File: src/rtl/half_mat_v_sequencer_if.sv
// rtl/half_mat_v_sequencer_if.sv - signal bundle between layer control, row sequencer and dot unit
// Purpose: carries run control (start/busy/done/error), the dot-unit handshake
//   (row_sel/dot_start/dot_done/dot_c) and the stored row results
//   (row_valid/row_value/results).
// Modports: slave  = sequencer side (drives busy, done, error, row_sel, dot_start,
//                    row_valid, row_value, results; receives start, dot_done, dot_c)
//           master = environment side (layer FSM plus dot unit), the mirror image.
interface half_mat_v_sequencer_if #(
  parameter int ROWS = 4
);
  localparam int RW = $clog2(ROWS + 1);

  logic                  start;
  logic                  busy;
  logic                  done;
  logic                  error;
  logic [RW-1:0]         row_sel;
  logic                  dot_start;
  logic                  dot_done;
  logic [15:0]           dot_c;
  logic                  row_valid;
  logic [15:0]           row_value;
  logic [ROWS-1:0][15:0] results;

  modport slave (
    input  start, dot_done, dot_c,
    output busy, done, error, row_sel, dot_start, row_valid, row_value, results
  );

  modport master (
    output start, dot_done, dot_c,
    input  busy, done, error, row_sel, dot_start, row_valid, row_value, results
  );
endinterface

File: src/rtl/half_mat_v_sequencer.sv
// rtl/half_mat_v_sequencer.sv - sequences one shared fp16 dot unit over ROWS matrix rows
// Purpose: per row, presents row_sel, pulses dot_start, waits for a fresh dot_done
//   and stores dot_c into results[row_sel]; aborts the run with a sticky error if a
//   row waits TIMEOUT cycles without dot_done.
// Ports: clk, rstn (sync active-low) plain; everything else through bus (slave):
//   start in, busy/done/error out, row_sel/dot_start out, dot_done/dot_c in,
//   row_valid/row_value/results out. All outputs are registered.
module half_mat_v_sequencer #(
  parameter int ROWS    = 4,
  parameter int TIMEOUT = 64
) (
  input  logic                  clk,
  input  logic                  rstn,
  half_mat_v_sequencer_if.slave bus
);
  localparam int RW = $clog2(ROWS + 1);
  localparam int CW = $clog2(TIMEOUT + 1);

  typedef enum logic [2:0] {
    S_IDLE, S_ISSUE, S_ARM, S_WAIT, S_STORE, S_FINISH
  } state_t;

  state_t                r_state;
  state_t                w_next;
  logic [CW-1:0]         r_cnt;
  logic [RW-1:0]         r_row_sel;
  logic                  r_busy;
  logic                  r_done;
  logic                  r_error;
  logic                  r_dot_start;
  logic                  r_row_valid;
  logic [15:0]           r_row_value;
  logic [ROWS-1:0][15:0] r_results;
  logic                  w_last_row;
  logic                  w_timeout;

  assign w_last_row = (r_row_sel == RW'(ROWS - 1));
  assign w_timeout  = (r_cnt == CW'(TIMEOUT - 1));

  // ARM exists only to let the previous row's done level (still high) go by
  // unseen; WAIT is the first state that looks at dot_done.
  always_comb begin
    w_next = r_state;
    case (r_state)
      S_IDLE:   if (bus.start) w_next = S_ISSUE;
      S_ISSUE:  w_next = S_ARM;
      S_ARM:    w_next = S_WAIT;
      S_WAIT: begin
        if (bus.dot_done)   w_next = S_STORE;
        else if (w_timeout) w_next = S_FINISH;
      end
      S_STORE:  w_next = w_last_row ? S_FINISH : S_ISSUE;
      S_FINISH: w_next = S_IDLE;
      default:  w_next = S_IDLE;
    endcase
  end

  // Status outputs are decoded from the next state so they are registers that
  // line up exactly with the state they describe.
  always_ff @(posedge clk) begin
    if (!rstn) begin
      r_state     <= S_IDLE;
      r_cnt       <= '0;
      r_row_sel   <= '0;
      r_busy      <= 1'b0;
      r_done      <= 1'b0;
      r_error     <= 1'b0;
      r_dot_start <= 1'b0;
      r_row_valid <= 1'b0;
      r_row_value <= '0;
      r_results   <= '0;
    end else begin
      r_state     <= w_next;
      r_busy      <= (w_next != S_IDLE);
      r_done      <= (w_next == S_FINISH);
      r_dot_start <= (w_next == S_ISSUE);
      r_row_valid <= (w_next == S_STORE);
      case (r_state)
        S_IDLE: begin
          if (bus.start) begin
            r_row_sel <= '0;
            r_error   <= 1'b0;
            r_cnt     <= '0;
          end
        end
        S_WAIT: begin
          r_cnt <= r_cnt + 1'b1;
          if (bus.dot_done) begin
            r_row_value <= bus.dot_c;
            for (int i = 0; i < ROWS; i++) begin
              if (r_row_sel == RW'(i)) r_results[i] <= bus.dot_c;
            end
          end else if (w_timeout) begin
            r_error <= 1'b1;
          end
        end
        S_STORE: begin
          if (!w_last_row) begin
            r_row_sel <= r_row_sel + 1'b1;
            r_cnt     <= '0;
          end
        end
        default: ;
      endcase
    end
  end

  assign bus.busy      = r_busy;
  assign bus.done      = r_done;
  assign bus.error     = r_error;
  assign bus.row_sel   = r_row_sel;
  assign bus.dot_start = r_dot_start;
  assign bus.row_valid = r_row_valid;
  assign bus.row_value = r_row_value;
  assign bus.results   = r_results;
endmodule

File: src/flat_wrapper.sv
// flat-port wrapper written by rule: the top's interface ports become plain ports
module half_mat_v_sequencer_flat 
#(
  parameter int ROWS    = 4,
  parameter int TIMEOUT = 64
)
  (clk, rstn, bus_start, bus_dot_done, bus_dot_c, bus_busy, bus_done, bus_error, bus_row_sel, bus_dot_start, bus_row_valid, bus_row_value, bus_results);
  half_mat_v_sequencer_if #(.ROWS(ROWS)) bus_i ();
  input  logic clk;
  input  logic rstn;
  input wire logic [$bits(bus_i.start)-1:0] bus_start;
  input wire logic [$bits(bus_i.dot_done)-1:0] bus_dot_done;
  input wire logic [$bits(bus_i.dot_c)-1:0] bus_dot_c;
  output wire logic [$bits(bus_i.busy)-1:0] bus_busy;
  output wire logic [$bits(bus_i.done)-1:0] bus_done;
  output wire logic [$bits(bus_i.error)-1:0] bus_error;
  output wire logic [$bits(bus_i.row_sel)-1:0] bus_row_sel;
  output wire logic [$bits(bus_i.dot_start)-1:0] bus_dot_start;
  output wire logic [$bits(bus_i.row_valid)-1:0] bus_row_valid;
  output wire logic [$bits(bus_i.row_value)-1:0] bus_row_value;
  output wire logic [$bits(bus_i.results)-1:0] bus_results;
  assign bus_i.start = bus_start;
  assign bus_i.dot_done = bus_dot_done;
  assign bus_i.dot_c = bus_dot_c;
  assign bus_busy = bus_i.busy;
  assign bus_done = bus_i.done;
  assign bus_error = bus_i.error;
  assign bus_row_sel = bus_i.row_sel;
  assign bus_dot_start = bus_i.dot_start;
  assign bus_row_valid = bus_i.row_valid;
  assign bus_row_value = bus_i.row_value;
  assign bus_results = bus_i.results;
  half_mat_v_sequencer #(.ROWS(ROWS), .TIMEOUT(TIMEOUT)) u_core (.clk(clk), .rstn(rstn), .bus(bus_i));
endmodule
File: config.mk
export PLATFORM = sky130hd
export DESIGN_NAME = half_mat_v_sequencer_flat
export DESIGN_NICKNAME = d
export VERILOG_FILES = /design/src/rtl/half_mat_v_sequencer_if.sv /design/src/rtl/half_mat_v_sequencer.sv /design/src/flat_wrapper.sv
export SDC_FILE = /design/constraint.sdc
export NUM_CORES = 1
export LEC_CHECK = 0
export ABC_AREA = 1
export CORE_UTILIZATION = 35
export CTS_BUF_LIST = sky130_fd_sc_hd__clkbuf_4
export CTS_CLUSTER_SIZE = 16
export DETAILED_ROUTE_END_ITERATION = 8
export GPL_ROUTABILITY_DRIVEN = 0
export HOLD_SLACK_MARGIN = 0.15
export PLACE_DENSITY_LB_ADDON = 0.1
export SETUP_SLACK_MARGIN = 0.3
export SYNTH_ARGS = -nofsm -noshare
export SYNTH_HDL_FRONTEND = slang
export SYNTH_SLANG_ARGS = --single-unit
File: constraint.sdc
create_clock -name clk -period 1.5 [get_ports clk]
set_input_delay 0.225 -clock clk [delete_from_list [all_inputs] [get_ports clk]]
set_output_delay 0.225 -clock clk [all_outputs]
set_load 0.02 [all_outputs]
=== Word-level counts from Yosys, hierarchy flattened ===
Cells that the tools add are included.

* Register bits after elaboration: 98
* Bits in latches: 0
* ROM bits: 0
* RAM bits: 0
* Memories kept: 0

* Shifts and indexed selects: 0
* Bitwise gates (word level): 0
* Magnitude comparators: 0
* Reduce and logical (&&, ||, !) cells: 14
* $mul: 0
* Multiplexer cells: 15
* Add/sub/neg operators: 2
* Div/mod/pow operators: 0
* Equality and inequality tests: 15

{| class="wikitable"
|+ Operator list
! operator !! count
|-
| $pmux W7 S3 || 1
|-
| $mux W3 || 6
|-
| $reduce_and A3 Y1 || 6
|-
| $pmux W3 S5 || 1
|-
| $mux W7 || 2
|-
| $eq A3 B2 Y1 const B || 4
|-
| $eq A3 B1 Y1 const B || 3
|-
| $eq A3 B3 Y1 const B || 3
|-
| $add A7 B1 Y7 const B || 1
|-
| $eq A7 B6 Y1 const B || 1
|-
| $logic_not A3 Y1 || 2
|-
| $ne A2 B2 Y1 const B || 3
|-
| $pmux W3 S2 || 1
|-
| $reduce_bool A3 Y1 || 2
|-
| $reduce_and A4 Y1 || 1
|-
| $reduce_bool A2 Y1 || 2
|-
| $add A3 B1 Y3 const B || 1
|-
| $mux W1 || 3
|-
| $ne A2 B1 Y1 const B || 1
|-
| $pmux W1 S2 || 1
|-
| $reduce_and A2 Y1 || 1
|}

=== Longest topological paths before layout ===
Gate-level depths: netlist of run 1.

* Depth after elaboration: 5
* Gate-level depth with buffers: 10
* Depth with buffers taken out: 10

=== Worst setup path after synthesis of run 1 ===
OpenSTA, ideal clock, no wires.

* Path kind: register to register
* Start point: register u_core.r_row_sel[0], in the netlist u_core.bus.row_sel[0]
* End point: register u_core.r_cnt[4]
* Data arrival time: 1.390 ns
* Stages on the path, launching flop included: 7
* Required time: 1.428 ns
* Buffers on the path: 0
* Setup time: 0.072 ns
* Clock period less this slack: 1.462 ns
* Path slack: 0.038 ns
* Cell sequence: dfxtp_1 > ha_1 > ha_1 > nand3_1 > nand3_1 > nand2_1 > a21oi_1

* Longest elaborated chain between the ends: 3

{| class="wikitable"
|+ Ends and longest elaborated chain
! element !! line !! source
|-
| from (decl) || half_mat_v_sequencer.sv:26 || <nowiki>logic [RW-1:0] r_row_sel;</nowiki>
|-
| from (signal assigned) || half_mat_v_sequencer.sv:99 || <nowiki>r_row_sel <= r_row_sel + 1'b1;</nowiki>
|-
| $eq A3 B2 Y1 || half_mat_v_sequencer.sv:37 || <nowiki>assign w_last_row = (r_row_sel == RW'(ROWS - 1));</nowiki>
|-
| $ne A2 B2 Y1 (no line) || -- ||
|-
| $reduce_and A3 Y1 (no line) || -- ||
|-
| to (signal assigned) || half_mat_v_sequencer.sv:87 || <nowiki>r_cnt <= r_cnt + 1'b1;</nowiki>
|-
| to (decl) || half_mat_v_sequencer.sv:25 || <nowiki>logic [CW-1:0] r_cnt;</nowiki>
|}

Every way passes these cells.
A chain may end at the register's enable or synchronous reset.

=== Worst setup path after layout of run 1 ===
* Start point: register u_core.r_row_sel[1], in the netlist u_core.bus.row_sel[1]
* End point: register u_core.r_results (netlist bit u_core.bus.results[46])

* Longest elaborated chain between the ends: 2

{| class="wikitable"
|+ Ends and longest elaborated chain
! element !! line !! source
|-
| $eq A3 B2 Y1 || half_mat_v_sequencer.sv:91 || <nowiki>if (r_row_sel == RW'(i)) r_results[i] <= bus.dot_c;</nowiki>
|-
| $reduce_and A3 Y1 (no line) || -- ||
|-
| to (signal, indexed assignment) || half_mat_v_sequencer.sv:91 ||
|-
| to (decl) || half_mat_v_sequencer.sv:33 || <nowiki>logic [ROWS-1:0][15:0] r_results;</nowiki>
|}

Every way passes these cells.

==> results of run 1 <==
-- layout make-up --
type | count | area (um^2)
fillers | 923 | 4054
flip-flops and latches | 98 | 2093
multi-input cells | 287 | 1800
repair buffers | 161 | 1747
inverters | 66 | 270.3
well taps | 136 | 170.2
clock inverters | 6 | 105.1
clock buffers | 10 | 75.07
repair inverters | 1 | 8.758
-- cell usage in the layout (no fill, tap or decap), types with 2 or more instances in the layout --
master / instances
sky130_fd_sc_hd__buf_6: 92
sky130_fd_sc_hd__dfxtp_2: 87
sky130_fd_sc_hd__inv_1: 59
sky130_fd_sc_hd__a21oi_1: 57
sky130_fd_sc_hd__nand2_1: 51
sky130_fd_sc_hd__buf_4: 39
sky130_fd_sc_hd__o21ai_1: 38
sky130_fd_sc_hd__nor2_1: 38
sky130_fd_sc_hd__o21ai_2: 23
sky130_fd_sc_hd__clkdlybuf4s50_1: 18
sky130_fd_sc_hd__a21oi_2: 15
sky130_fd_sc_hd__nand3_1: 12
sky130_fd_sc_hd__clkbuf_4: 10
sky130_fd_sc_hd__nand2_2: 8
sky130_fd_sc_hd__buf_12: 6
sky130_fd_sc_hd__dfxtp_4: 6
sky130_fd_sc_hd__nor2_2: 5
sky130_fd_sc_hd__o21ai_0: 5
sky130_fd_sc_hd__o21ai_4: 5
sky130_fd_sc_hd__ha_4: 5
sky130_fd_sc_hd__dfxtp_1: 5
sky130_fd_sc_hd__nand2_4: 4
sky130_fd_sc_hd__nand4_1: 4
sky130_fd_sc_hd__nor2_4: 3
sky130_fd_sc_hd__clkinv_1: 3
sky130_fd_sc_hd__nand3_4: 3
sky130_fd_sc_hd__bufinv_16: 3
sky130_fd_sc_hd__clkbuf_16: 3
sky130_fd_sc_hd__inv_2: 2
sky130_fd_sc_hd__inv_4: 2
sky130_fd_sc_hd__nand2_8: 2
sky130_fd_sc_hd__nand3_2: 2
sky130_fd_sc_hd__o21bai_1: 2
sky130_fd_sc_hd__or2_2: 2
-- state kept, by name (all words and copies together) (netlist names) --
register,count
u_core.bus.results,64
u_core.bus.row_value,16
u_core.r_cnt,7
u_core.bus.row_sel,3
u_core.r_state,3
u_core.bus.busy,1
u_core.bus.done,1
u_core.bus.dot_start,1
u_core.bus.error,1
u_core.bus.row_valid,1
-- worst reg2reg max path, stage by stage (launching register included) --
cell,delay (ns)
sky130_fd_sc_hd__dfxtp_4,0.40
sky130_fd_sc_hd__buf_6,0.12
sky130_fd_sc_hd__ha_4,0.14
sky130_fd_sc_hd__nand4_1,0.08
sky130_fd_sc_hd__buf_6,0.16
sky130_fd_sc_hd__clkbuf_16,0.17
sky130_fd_sc_hd__o21ai_1,0.07
sky130_fd_sc_hd__a21oi_1,0.16
-- final timing paths --
check | slack (ns) | to | start
min | 0.46 | u_core.bus.results[34]$_SDFFE_PN0P_ | u_core.bus.results[34]$_SDFFE_PN0P_
max reg2reg | 0.15 | u_core.bus.results[46]$_SDFFE_PN0P_ | u_core.bus.row_sel[1]$_SDFFE_PN0P_
max | 0.15 | u_core.bus.results[46]$_SDFFE_PN0P_ | u_core.bus.row_sel[1]$_SDFFE_PN0P_
min reg2reg | 0.46 | u_core.bus.results[34]$_SDFFE_PN0P_ | u_core.bus.results[34]$_SDFFE_PN0P_
-- stage by stage --
step,area [um^2],util,setup TNS (ns)
6_report,6270,0.6073,0
5_1_grt,6270,0.6073,0
4_1_cts,5433,0.5262,0
3_5_place_dp,5086,0.4927,-1.333
3_3_place_gp,5086,0.4927,-0.6575
2_1_floorplan,3856,-,0
-- kinds of logic after synthesis --
family          Yosys count  synth area share
compound gates          146            0.1974
fa+ha+maj                 6           0.02007
buf+inv                  91            0.1047
flops                    98            0.5246
simple gates            133            0.1532
-- metal layers --
layer	vias up	global-route usage	wire length, um
met5	-	0	0
met4	0	0.07948	208
met2	87	0.3468	5939
met3	14	0.04515	553
met1	1719	0.2492	5121
li1	1834	-	-
-- synth_stat cells, drive strengths merged --
cell	count
a21oi	72
buf	11
clkbuf	14
clkinv	1
dfxtp	98
ha	6
inv	65
nand2	63
nand3	17
nand4	5
nor2	46
o21a	1
o21ai	71
o21bai	2
or2	2
-- timing repair --
action | CTS | global route
cloned | 1 | 6
hold endpoints to repair | 3 | 0
pin swaps | 7 | 14
endpoints found under the setup margin | 185 | 182
gates resized for setup | 574 | 157
hold buffers | 1 | 0
buffers inserted | 8 | 25
-- power by group through the flow --
stage | sequential, mW | clock, mW | combinational (mW)
floorplan | 2.76 | 0 | 0.204
global placement | 2.72 | 0 | 0.465
detailed placement | 2.73 | 0 | 0.468
CTS | 2.67 | 1.77 | 0.485
global route | 2.68 | 1.88 | 0.662
finish | 2.68 | 1.73 | 0.608
==> reports/summary.log, run 1 <==
[sta] Worst Max-Slew Pin Slew 0.4474 ns
[grt] first-pass GRT wire length 17320 um
[grt] vias in the first global route 3367
[hold_path] Cells on Worst Hold Path 2
[synth] largest area contributor in the synthesized netlist sky130_fd_sc_hd__dfxtp_1
[drt] drc violations 0
[placed_design] worst setup slack before clock tree synthesis -0.09639 ns
[synth] Warnings, synthesis 0
[critical_path] worst-case reg-to-reg path depth 7
[drt] routed via count divided by cell count 4.776
[floorplanning] IO Count 108
[critical_path] CP startpoint kind flop
[pwr] share of total power consumed by net switching 0.2523
[cts] TritonCTS clock tree built
[grt] Global Route Usage Sum 0.2037
[floorplanning] DIE AREA 11100 um^2
[run] Max Cap Violations 0
[critical_path] worst-path cell with the longest stage delay sky130_fd_sc_hd__dfxtp_4
[cts] H-tree depth reported by CTS 3
[critical_path] data required time of the worst path 1.90 ns
[critical_path] crit-path most repeated cell sky130_fd_sc_hd__buf_6
[grt] maximum number of pins on one net before global-route repair 38
[placed_design] Cell Count Post-Placement 708
[drt] first-iteration detailed-routing DRC count 162
[cts] maximum clock insertion buffer count 2
[critical_path] Crit path max-delay family buffers and inverters
[pwr] Static Leak 2.511 nW
[pwr] internal cell power 3.751 mW
[sta] Achievable Freq 738.3 MHz
[cts] Sinks on Clock Net 98
[sta] RSZ-0062 raised after global routing true
[hold_path] worst hold path type reg2reg
[pwr] sequential power share 0.534
[sta] number of slew-limit violations in the final report 0
[finish] growth of design area from synthesis to finish 67.65%
[finish] share of layout cells above drive strength 1 0.5310
[synth] number of distinct standard cells referenced by the synthesized netlist 24
[pwr] part of the total power dissipated in the clock network 0.345
[critical_path] Arr. time, crit path 1.75 ns
[synth] Post-Syn Area per Cell 7.890 um^2
[sta] Final WS setup 0.1455 ns
[finish] Finished Layout Cells 765
[critical_path] worst setup path category reg2reg
[synth] instance count of the mapped netlist 474
[floorplanning] y dimension of the die 105.4 um
[placed_design] number of buffers added on ports 107
[floorplanning] horizontal extent of the die 105.4 um
[sta] final hold violation count 0
[critical_path] maximum fanout along the worst path 8
[drt] routed wire length 11820 um
[synth] Mapped Nets 500
[grt] overflow left after global routing 0
[sta] time the final worst path needs with I/O delays and setup 1.355 ns
[pwr] power spent charging and discharging nets 1.266 mW
[drt] post-DR wirelength/cell 15.45 um
[cts] clock-pin slew of the registers on the worst-case setup and hold paths 0.15 ns
[critical_path] series of cell instances along the critical path buf_6 > ha_4 > nand4_1 > buf_6 > clkbuf_16 > o21ai_1 > a21oi_1
[sta] final-report setup violation count 0
[synth] sequential-to-total area share from yosys stat 0.5246
[synth] total of flip-flops plus latches after synthesis 98
[sta] final hold slack 0.4570 ns
[floorplanning] effective utilization at floorplan 0.3623
[synth] mapped cell area 3740 um^2
[drt] number of nets with antenna violations after detailed routing 0
[sta] worst slew margin relative to its limit 0.7008
[drt] first-pass iteration count of the detailed router 4
[drt] via count 3654
[sta] final cycle utilization of the critical path 0.9030
[placed_design] dpl hpwl 7252 um
[pwr] share of power burned in combinational logic 0.121
[floorplanning] floorplan core area 10320 um^2
[cts] clk root buf sky130_fd_sc_hd__clkbuf_4
[critical_path] total buffers and inverters traversed by the critical path 3
[synth] area share of the largest cell type after synthesis 0.5246
[finish] Nets 650
[finish] number of antenna cells inserted 0
[floorplanning] placement row count 37
[grt] antenna violations before repair 0
[status] run status complete, no violations
[cts] CTS Buf Count 9
[critical_path] Crit path largest cell delay 0.40 ns
[pwr] pwr dens 800.3 nW/um^2
[critical_path] critical path depth in cells 7
[cts] clock insertion delay at the later pin of the skew report 0.45 ns
[synth] largest cells by area after synthesis sky130_fd_sc_hd__dfxtp_1, sky130_fd_sc_hd__a21oi_1, sky130_fd_sc_hd__o21ai_0
[critical_path] kind of end point of the critical path flop
[pwr] maximum VDD drop 0.0004617 V
[pwr] power consumption 5.017 mW
[sta] Final Skew 0.01237 ns
(Power assumes the default switching activity.)
==> run 2: changes to the inputs <==
SLEW_MARGIN = 20   (was default)
==> results of run 2 <==
No change in the layout: final DEF, timing and power equal those of run 1.
==> run 3: changes to the inputs <==
CELL_PAD_IN_SITES_DETAIL_PLACEMENT = 1   (was default)
CELL_PAD_IN_SITES_GLOBAL_PLACEMENT = 2   (was default)
CORE_UTILIZATION = 27   (was 35)
REMOVE_ABC_BUFFERS = 1   (was default)
==> run 3 against run 2 <==
Non-clock buffer count is 11 higher. Sequential cell count stayed put. Routed wire length is 18% higher. Combinational power is 19% higher. Sequential power hardly changed. Hold slack worse by 0.26 ns. Critical path depth is 1 higher. Clock-buffer cell count stayed put. Clock power is 18% lower. Highest routed layer unchanged. Via count is 3.8% higher. Setup slack worse by 0.043 ns. Register-to-register slack worse by 0.04 ns.
==> reports/summary.log, run 3 (synthesis gave the netlist of run 1 again) <==
[pwr] Static Leak 2.617 nW [was 2.511 nW]
[floorplanning] effective utilization at floorplan 0.2791 [was 0.3623]
[finish] commonest cells after routing, fill and taps aside sky130_fd_sc_hd__buf_6, sky130_fd_sc_hd__dfxtp_2, sky130_fd_sc_hd__inv_1, sky130_fd_sc_hd__a21oi_1, sky130_fd_sc_hd__nand2_1 [unchanged]
[pwr] share of power burned in combinational logic 0.150 [was 0.121]
[grt] first-pass GRT wire length 20530 um [was 17320 um]
[finish] share of layout cells above drive strength 1 0.5770 [was 0.5310]
[critical_path] Arr. time, crit path 1.77 ns [was 1.75 ns]
[floorplanning] IO Count 108 [unchanged]
[grt] overflow left after global routing 0 [unchanged]
[pwr] pwr dens 732.4 nW/um^2 [was 800.3 nW/um^2]
[drt] drc violations 0 [unchanged]
[sta] final hold violation count 0 [unchanged]
[sta] worst slew margin relative to its limit 0.5492 [was 0.7008]
[placed_design] dpl hpwl 8111 um [was 7252 um]
[floorplanning] placement row count 42 [was 37]
[floorplanning] DIE AREA 14330 um^2 [was 11100 um^2]
[cts] CTS Buf Count 9 [unchanged]
[cts] clock insertion delay at the later pin of the skew report 0.46 ns [was 0.45 ns]
[pwr] sequential power share 0.556 [was 0.534]
[sta] final hold slack 0.2016 ns [was 0.4570 ns]
[cts] clk root buf sky130_fd_sc_hd__clkbuf_4 [unchanged]
[finish] most common cell after layout, fill and taps aside sky130_fd_sc_hd__buf_6 [unchanged]
[drt] highest metal layer with signal wires met4 [unchanged]
[finish] growth of design area from synthesis to finish 76.11% [was 67.65%]
[drt] first-pass iteration count of the detailed router 4 [unchanged]
[grt] vias in the first global route 3681 [was 3367]
[placed_design] area after detailed placement 5110 um^2 [was 5086 um^2]
[placed_design] Cell Count Post-Placement 755 [was 708]
[sta] RSZ-0062 raised after global routing true [unchanged]
[pwr] share of total power consumed by net switching 0.2775 [was 0.2523]
[pwr] power spent charging and discharging nets 1.339 mW [was 1.266 mW]
[grt] maximum number of pins on one net before global-route repair 39 [was 38]
[critical_path] CP startpoint kind flop [unchanged]
[drt] post-DR wirelength/cell 17.15 um [was 15.45 um]
[finish] number of flip-flops under the largest register name 64 [unchanged]
[critical_path] worst-path cell with the longest stage delay sky130_fd_sc_hd__dfxtp_2 [was sky130_fd_sc_hd__dfxtp_4]
[cts] clock-pin slew of the registers on the worst-case setup and hold paths 0.15 ns [about the same]
[drt] first-iteration detailed-routing DRC count 134 [was 162]
[critical_path] Crit path largest cell delay 0.36 ns [was 0.40 ns]
[run] Max Cap Violations 0 [unchanged]
[drt] met2 WL 7137 um [was 5939 um]
[sta] Worst Max-Slew Pin Slew 0.6763 ns [was 0.4474 ns]
[drt] number of nets with antenna violations after detailed routing 0 [unchanged]
[critical_path] kind of end point of the critical path flop [unchanged]
[cts] H-tree depth reported by CTS 3 [unchanged]
[sta] Final Skew 0.01087 ns [was 0.01237 ns]
[floorplanning] horizontal extent of the die 119.7 um [was 105.4 um]
[cts] maximum clock insertion buffer count 2 [unchanged]
[drt] via count 3792 [was 3654]
[drt] routed via count divided by cell count 4.664 [was 4.776]
[cts] Hold-fix buffers, CTS 0 [was 1]
[critical_path] crit-path most repeated cell sky130_fd_sc_hd__buf_12 [was sky130_fd_sc_hd__buf_6]
[finish] Post-Layout Inst Area 6586 um^2 [was 6270 um^2]
[sta] final-report setup violation count 0 [unchanged]
[pwr] internal cell power 3.485 mW [was 3.751 mW]
[sta] time the final worst path needs with I/O delays and setup 1.397 ns [was 1.355 ns]
[cts] Sinks on Clock Net 98 [unchanged]
[pwr] maximum VDD drop 0.0004439 V [was 0.0004617 V]
[finish] Layout Utilization 0.4915 [was 0.6073]
[finish] Nets 658 [was 650]
[placed_design] number of buffers added on ports 107 [unchanged]
[floorplanning] floorplan core area 13400 um^2 [was 10320 um^2]
[grt] Global Route Usage Sum 0.1879 [was 0.2037]
[finish] Finished Layout Cells 813 [was 765]
[sta] final cycle utilization of the critical path 0.9315 [was 0.9030]
[cts] TritonCTS clock tree built [unchanged]
[floorplanning] y dimension of the die 119.7 um [was 105.4 um]
[hold_path] worst hold path type in2reg [was reg2reg]
[drt] Routed met3 length 600 um [was 553 um]
[drt] routed wire length 13950 um [was 11820 um]
[sta] number of slew-limit violations in the final report 0 [unchanged]
[status] run status complete, no violations [unchanged]
[grt] antenna violations before repair 1 [was 0]
[pwr] part of the total power dissipated in the clock network 0.294 [was 0.345]
[critical_path] maximum fanout along the worst path 9 [was 8]
[critical_path] data required time of the worst path 1.87 ns [was 1.90 ns]
[critical_path] worst setup path category reg2reg [unchanged]
[sta] Achievable Freq 715.7 MHz [was 738.3 MHz]
[critical_path] series of cell instances along the critical path buf_6 > inv_6 > ha_4 > nand4_4 > buf_12 > buf_12 > o21ai_2 > a21oi_2 [was buf_6 > ha_4 > nand4_1 > buf_6 > clkbuf_16 > o21ai_1 > a21oi_1]
[critical_path] Crit path max-delay family buffers and inverters [unchanged]
[pwr] power consumption 4.824 mW [was 5.017 mW]
[critical_path] total buffers and inverters traversed by the critical path 4 [was 3]
[drt] wire length the detailed router placed on met1 6038 um [was 5121 um]
-- run 3: cell count changes in the layout (fill, tap and decap cells not counted), moves of 3 or more --
cell and change:
sky130_fd_sc_hd__a21oi_2 +5, sky130_fd_sc_hd__o21ai_2 +8, sky130_fd_sc_hd__buf_6 +10, sky130_fd_sc_hd__a21oi_1 -5
sky130_fd_sc_hd__nand3_1 -4, sky130_fd_sc_hd__buf_12 +4, sky130_fd_sc_hd__buf_4 -7, sky130_fd_sc_hd__o21ai_4 +3
sky130_fd_sc_hd__buf_8 +3, sky130_fd_sc_hd__o21ai_1 -13
-- run 3: metrics by stage --
stage          worst slack [ns]  TNS [ns]
3_3_place_gp           -0.09082    -2.985
6_report                 0.1027         0
4_1_cts                  0.1283         0
3_5_place_dp            -0.1299    -4.806
2_1_floorplan           -0.3595    -12.33
5_1_grt                 0.02322         0
-- run 3: layout make-up --
| class | instances | area, um^2 |
|---|---|---|
| well taps | 176 | 220.2 |
| multi-input cells | 285 | 1907 |
| fillers | 1549 | 6814 |
| flip-flops and latches | 98 | 2092 |
| repair buffers | 172 | 1974 |
| inverters | 66 | 260.3 |
| diodes | 1 | 2.502 |
| clock inverters | 5 | 55.05 |
| clock buffers | 10 | 75.07 |
-- run 3: worst paths after layout --
check / startpoint / end / slack [ns] / cells after the start
worst max register to register: u_core.bus.row_sel[1]$_SDFFE_PN0P_ / u_core.bus.results[27]$_SDFFE_PN0P_ / 0.10 / 8
worst min-delay path: rstn / u_core.r_state[1]$_SDFF_PN0_ / 0.20 / 3
worst max-delay path: u_core.bus.row_sel[1]$_SDFFE_PN0P_ / u_core.bus.results[27]$_SDFFE_PN0P_ / 0.10 / 8
worst min register to register: u_core.bus.results[43]$_SDFFE_PN0P_ / u_core.bus.results[43]$_SDFFE_PN0P_ / 0.46 / 2
-- run 3: repair_timing --
action                                  in CTS  in global routing
gates cloned                                 4                  4
gates resized for setup                    734                103
endpoints found under the setup margin     185                185
buffers inserted                            21                 13
pin swaps                                   20                 19
-- run 3: power by group through the flow --
stage / clock [mW] / sequential [mW] / combinational (mW)
6_report: 1.42 / 2.68 / 0.724
5_1_grt: 1.58 / 2.69 / 0.780
4_1_cts: 1.50 / 2.68 / 0.589
3_5_place_dp: 0 / 2.73 / 0.461
3_3_place_gp: 0 / 2.73 / 0.457
2_1_floorplan: 0 / 2.76 / 0.166
-- run 3: worst reg2reg max path, stage by stage (launching register included) --
cell,delay [ns]
sky130_fd_sc_hd__dfxtp_2,0.36
sky130_fd_sc_hd__buf_6,0.13
sky130_fd_sc_hd__inv_6,0.06
sky130_fd_sc_hd__ha_4,0.13
sky130_fd_sc_hd__nand4_4,0.13
sky130_fd_sc_hd__buf_12,0.18
sky130_fd_sc_hd__buf_12,0.15
sky130_fd_sc_hd__o21ai_2,0.15
sky130_fd_sc_hd__a21oi_2,0.04
-- run 3: routing by layer --
metal | vias up | GRT usage
met5 | - | 0
met3 | 12 | 0.05181
met2 | 79 | 0.3277
li1 | 1852 | -
met1 | 1849 | 0.2261
met4 | 0 | 0.04844
